==> config.mk <==
export PLATFORM = sky130hd
export DESIGN_NAME = cluster_clock_div_sel_flat
export DESIGN_NICKNAME = d
export VERILOG_FILES = /design/src/rtl/cluster_clock_div_sel_if.sv /design/src/rtl/cluster_clock_div_sel.sv /design/src/flat_wrapper.sv
export SDC_FILE = /design/constraint.sdc
export NUM_CORES = 1
export LEC_CHECK = 0
export CORE_ASPECT_RATIO = 1.2
export CORE_UTILIZATION = 58
export DETAILED_ROUTE_END_ITERATION = 8
export PLACE_DENSITY = 0.95
export SETUP_SLACK_MARGIN = 0.15
export SLEW_MARGIN = 15
export SYNTH_ARGS = -nofsm -noshare
export SYNTH_HDL_FRONTEND = slang
export SYNTH_HIERARCHICAL = 1
export SYNTH_SLANG_ARGS = --single-unit
export TNS_END_PERCENT = 100
==> constraint.sdc <==
create_clock -name clk_i -period 4.81 [get_ports clk_i]
set_clock_uncertainty 0.2 [all_clocks]
set_input_delay 0.962 -clock clk_i [delete_from_list [all_inputs] [get_ports clk_i]]
set_output_delay 0.962 -clock clk_i [all_outputs]
set_load 0.05 [all_outputs]
==> src/rtl/cluster_clock_div_sel_if.sv <==
// cluster_clock_div_sel_if: divide-ratio request handshake plus readback of the ratio in effect
interface cluster_clock_div_sel_if #(parameter int DIV_W = 8);
  logic [DIV_W-1:0] div_i;
  logic             div_valid_i;
  logic             div_ready_o;
  logic [DIV_W-1:0] div_o;
  modport master (output div_i, div_valid_i, input div_ready_o, div_o);
  modport slave  (input div_i, div_valid_i, output div_ready_o, div_o);
endinterface

==> src/rtl/cluster_clock_div_sel.sv <==
// cluster_clock_div_sel: glitch-free programmable clock divider with bypass, ratio changes at period boundaries
module cluster_clock_mux2 (
  input  logic clk0_i,
  input  logic clk1_i,
  input  logic sel_i,
  output logic clk_o
);
  assign clk_o = sel_i ? clk1_i : clk0_i;
endmodule

module cluster_clock_div_sel #(
  parameter int          DIV_W   = 8,
  parameter int unsigned DIV_RST = 1
) (
  input  logic                    clk_i,
  input  logic                    rst_ni,
  input  logic                    test_mode_i,
  cluster_clock_div_sel_if.slave  div_if,
  output logic                    clk_o
);
  localparam logic [DIV_W-1:0] RST_DIV = DIV_W'(DIV_RST);
  localparam logic             RST_BYP = RST_DIV < DIV_W'(2);
  logic [DIV_W-1:0] r_cnt, r_div, r_div_pend;
  logic             r_clk_div, r_pend, r_sel_n;
  logic [DIV_W-1:0] w_cnt_nxt, w_div_nxt, w_div_pend_nxt;
  logic             w_bypass, w_boundary, w_apply, w_accept, w_pend_nxt, w_clk_div_nxt;
  // Next-state: a pending ratio only takes over at a period boundary; the divided clock stays low
  // while bypass is in effect or still selected so its first high phase follows the mux switch.
  always_comb begin
    w_bypass       = r_div < DIV_W'(2);
    w_boundary     = w_bypass | (r_cnt == r_div - DIV_W'(1));
    w_apply        = r_pend & w_boundary;
    w_accept       = div_if.div_valid_i & ~r_pend;
    w_div_nxt      = w_apply ? r_div_pend : r_div;
    w_pend_nxt     = w_apply ? 1'b0 : (w_accept | r_pend);
    w_div_pend_nxt = w_accept ? div_if.div_i : r_div_pend;
    w_cnt_nxt      = w_boundary ? '0 : r_cnt + DIV_W'(1);
    w_clk_div_nxt  = (w_div_nxt >= DIV_W'(2)) & ~r_sel_n & (w_cnt_nxt < (w_div_nxt >> 1));
  end
  // Divider counter, ratio registers and request holding register.
  always_ff @(posedge clk_i or negedge rst_ni) begin
    if (!rst_ni) begin
      r_cnt      <= '0;
      r_div      <= RST_DIV;
      r_div_pend <= '0;
      r_pend     <= 1'b0;
      r_clk_div  <= 1'b0;
    end else begin
      r_cnt      <= w_cnt_nxt;
      r_div      <= w_div_nxt;
      r_div_pend <= w_div_pend_nxt;
      r_pend     <= w_pend_nxt;
      r_clk_div  <= w_clk_div_nxt;
    end
  end
  // Mux select moves only on a falling source edge with the divided clock low, so both mux inputs are low.
  always_ff @(negedge clk_i or negedge rst_ni) begin
    if (!rst_ni) r_sel_n <= RST_BYP;
    else if (!r_clk_div) r_sel_n <= w_bypass | test_mode_i;
  end
  assign div_if.div_ready_o = ~r_pend;
  assign div_if.div_o       = r_div;
  cluster_clock_mux2 u_mux (
    .clk0_i (r_clk_div),
    .clk1_i (clk_i),
    .sel_i  (r_sel_n),
    .clk_o  (clk_o)
  );
endmodule

==> src/flat_wrapper.sv <==
// flat-port wrapper written by rule: the top's interface ports become plain ports
module cluster_clock_div_sel_flat 
#(
  parameter int          DIV_W   = 8,
  parameter int unsigned DIV_RST = 1
)
  (clk_i, rst_ni, test_mode_i, clk_o, div_if_div_i, div_if_div_valid_i, div_if_div_ready_o, div_if_div_o);
  cluster_clock_div_sel_if #(.DIV_W(DIV_W)) div_if_i ();
  input  logic clk_i;
  input  logic rst_ni;
  input  logic test_mode_i;
  output logic clk_o;
  input wire logic [$bits(div_if_i.div_i)-1:0] div_if_div_i;
  input wire logic [$bits(div_if_i.div_valid_i)-1:0] div_if_div_valid_i;
  output wire logic [$bits(div_if_i.div_ready_o)-1:0] div_if_div_ready_o;
  output wire logic [$bits(div_if_i.div_o)-1:0] div_if_div_o;
  assign div_if_i.div_i = div_if_div_i;
  assign div_if_i.div_valid_i = div_if_div_valid_i;
  assign div_if_div_ready_o = div_if_i.div_ready_o;
  assign div_if_div_o = div_if_i.div_o;
  cluster_clock_div_sel #(.DIV_W(DIV_W), .DIV_RST(DIV_RST)) u_core (.clk_i(clk_i), .rst_ni(rst_ni), .test_mode_i(test_mode_i), .div_if(div_if_i), .clk_o(clk_o));
endmodule
==> reports/results.tsv <==
stage	metric	value	unit
placement	portBuffers	21	
yosys	yosys_most_used_dff	dfrtp_1	
yosys	synth_top_family_by_area	multiplexers	
yosys	synth.distinct_cells	41	
yosys	synth_compound_area_share	10.2	%
yosys	yosysSeqAreaShare	43.2	%
cells_and_area	area_delta_synth_final	18.6	%
min_path	min_to	u_core/r_div_pend[0]	
floorplanning	initial_core_util	61.6	%
critical_path	arrival	3890	ps
power_and_ir_drop	leakage	0.000835	uW
placement	place_congestion	0.903	
critical_path	reg2regPathDepth	14	
floorplanning	core_region_area	2550	um^2
clock_network	insertion_delay	500	ps
routing	ant_nets	0	
cells_and_area	n_antenna_cell	0	
floorplanning	die_h	59.0	um
yosys	synthCells	141	
floorplanning	rows	20	
grt	grt_max_degree	27	
yosys	synth_most_common_cell	dfrtp_1	
routing	dr.pass1.iters	4	
routing	wl	3280	um
yosys	yosys.area_share.adder	6.37	%
power_and_ir_drop	peakVddDrop	0.000515	V
timing	tns	-244	ps
yosys	synth_common_cells	25 x dfrtp_1, 15 x mux2_2, 12 x nor2_1, 9 x xor2_1, 8 x ha_1	
placement	post-place-ws	-256	ps
timing	maxSlewViolCount	0	
critical_path	r2r-start	u_core/div_if.div_o[0]	
outcome	status	finished, violations left	
clock_network	ctsHoldBuffers	0	
routing	drc_errors	0	
power_and_ir_drop	power_density	803	nW/um^2
yosys	synth_edf_count	0	
critical_path	crit_type	reg2out	
yosys	synth_top_area_share	39.8	%
placement	dp_hpwl	2470	um
power_and_ir_drop	total_power	1500	uW
routing	wl_per_cell	16.4	um
yosys	synth.top_cells.by_area	dfrtp_1 40%, mux2_2 11%, ha_1 6.4%	
cells_and_area	drive_gt1_share	21.0	%
critical_path	cp.required	3650	ps
grt	grt-ovfl-total	0	
timing	setup_viol_count_final	1	
yosys	synthXorXnorAreaFrac	8.36	%
job	drv_cap	0	
yosys	synth-seq-cells	27	
floorplanning	fp.dieW	49.5	um
floorplanning	io_pins	22	
critical_path	r2r_setup_slack	860	ps
routing	via_count	1192	
timing	rsz0062_at_grt	true	
timing	whs	333	ps
clock_network	cts_setup_buffers	0	
clock_network	path_clk_slew	130	ps
yosys	synth.cell_area	1570	um^2
yosys	ys.warnings.count	6	
critical_path	worstSetupStartpointType	register	
critical_path	worstReg2RegEnd	u_core/r_clk_div	
min_path	min_path_type	reg2reg	
yosys	muxShareOfSynthArea	16.2	%
outcome	violations	setup timing	
timing	max_slew.worst_pin.slew	779	ps
critical_path	endpoint_kind	output pin	
routing	drtIter0Drc	40	
timing	hold_viol_final	0	
min_path	min_path_cells	1	
timing	fin_ws	-244	ps
yosys	synthSimpleGateAreaFrac	12.7	%
routing	viasPerCell	5.96	
grt	grt_first_pass_wirelength	5190	um
yosys	netlist.top_cell.by_area	dfrtp_1	
critical_path	critPathMaxFanout	2	
grt	grt_antenna_before_repair	0	
timing	relSlewSlack	48.0	%
clock_network	cts_tree	yes	
min_path	min-delay-start	u_core/r_div_pend[0]	
grt	grtUsageTotal	24.7	%
yosys	synth-async-reset-ratio	100	%
floorplanning	die_area	2920	um^2
grt	grt_pass1_vias	1198	
cells_and_area	layout.nets	188	
yosys	synth_area_per_cell	11.1	um^2
yosys	syn-num-nets	161	
-- final cells by class --
class / count / area [um^2]
multi-input cells: 104 / 846
fillers: 177 / 689
flip-flops and latches: 27 / 678
repair buffers: 22 / 215
clock buffers: 8 / 60.1
well taps: 33 / 41.3
inverters: 5 / 18.8
clock inverters: 1 / 3.75
-- layout by cell type (no fill, tap or decap), types with 2 or more instances in the layout --
cell / count
a211oi_1: 2
nand2_1: 3
buf_4: 2
o21ai_0: 4
nor3_2: 2
clkdlybuf4s50_1: 20
xor2_1: 9
dfstp_2: 2
a21oi_1: 3
mux2_2: 15
clkbuf_4: 6
mux2i_1: 7
nor2_1: 12
ha_1: 8
nor4_1: 3
and3_1: 2
nand3_1: 7
xnor2_1: 6
dfrtp_1: 25
inv_1: 6
-- how the worst max path moves through the flow --
stage | start | endpoint | depth (start not counted) | slack, ps
2_1_floorplan | u_core/r_sel_n | clk_o | 1 | 340
3_3_place_gp | u_core/r_sel_n | clk_o | 2 | -250
3_5_place_dp | u_core/r_sel_n | clk_o | 2 | -260
4_1_cts | u_core/r_sel_n | clk_o | 2 | -250
5_1_grt | u_core/r_sel_n | clk_o | 2 | -280
6_report | u_core/r_sel_n | clk_o | 2 | -240
-- registers in the layout (all words and copies together), names as in the netlist --
| name | cells |
|---|---|
| u_core/div_if.div_o | 8 |
| u_core/r_cnt | 8 |
| u_core/r_sel_n | 1 |
| u_core/r_clk_div | 1 |
| u_core/r_pend | 1 |
| u_core/r_div_pend | 8 |
-- cell families after synthesis --
logic type,Yosys count
compound gates,21
xor+xnor,15
fa+ha+maj,8
buf+inv,10
flops,27
mux,23
simple gates,37
-- where the power goes --
group	internal (uW)	total [uW]	leakage (uW)	switching (uW)
combinational	361	799	0.000461	438
sequential	340	498	0.000326	157
clock	88.9	200	0.0000482	111
total	790	1500	0.000835	706
-- metal layers --
metal	wire, um	global-route usage [%]	vias to the layer above
li1	-	-	559
met1	1330	25.8	601
met2	1790	46.8	24
met3	93	6.15	8
met4	70	11.0	0
met5	0	0	-
-- worst max-delay path, stage by stage (launching register included) --
cell and delay [ps]:
dfstp_2 530, mux2_4 300, buf_6 150
-- metrics by stage --
stage,area [um^2],cells,utilization [%]
CTS,1860,200,73.0
detailed placement,1810,193,71.0
global route,1860,200,73.0
finish,1860,200,73.0
floorplan,1570,141,-
global placement,1810,193,71.0
-- what timing repair did --
action,4_1_cts,5_1_grt
gates cloned,0,0
pin swaps,0,0
gates resized for setup,7,0
setup endpoints to repair,1,1
Power figures use the tool's default switching activity.
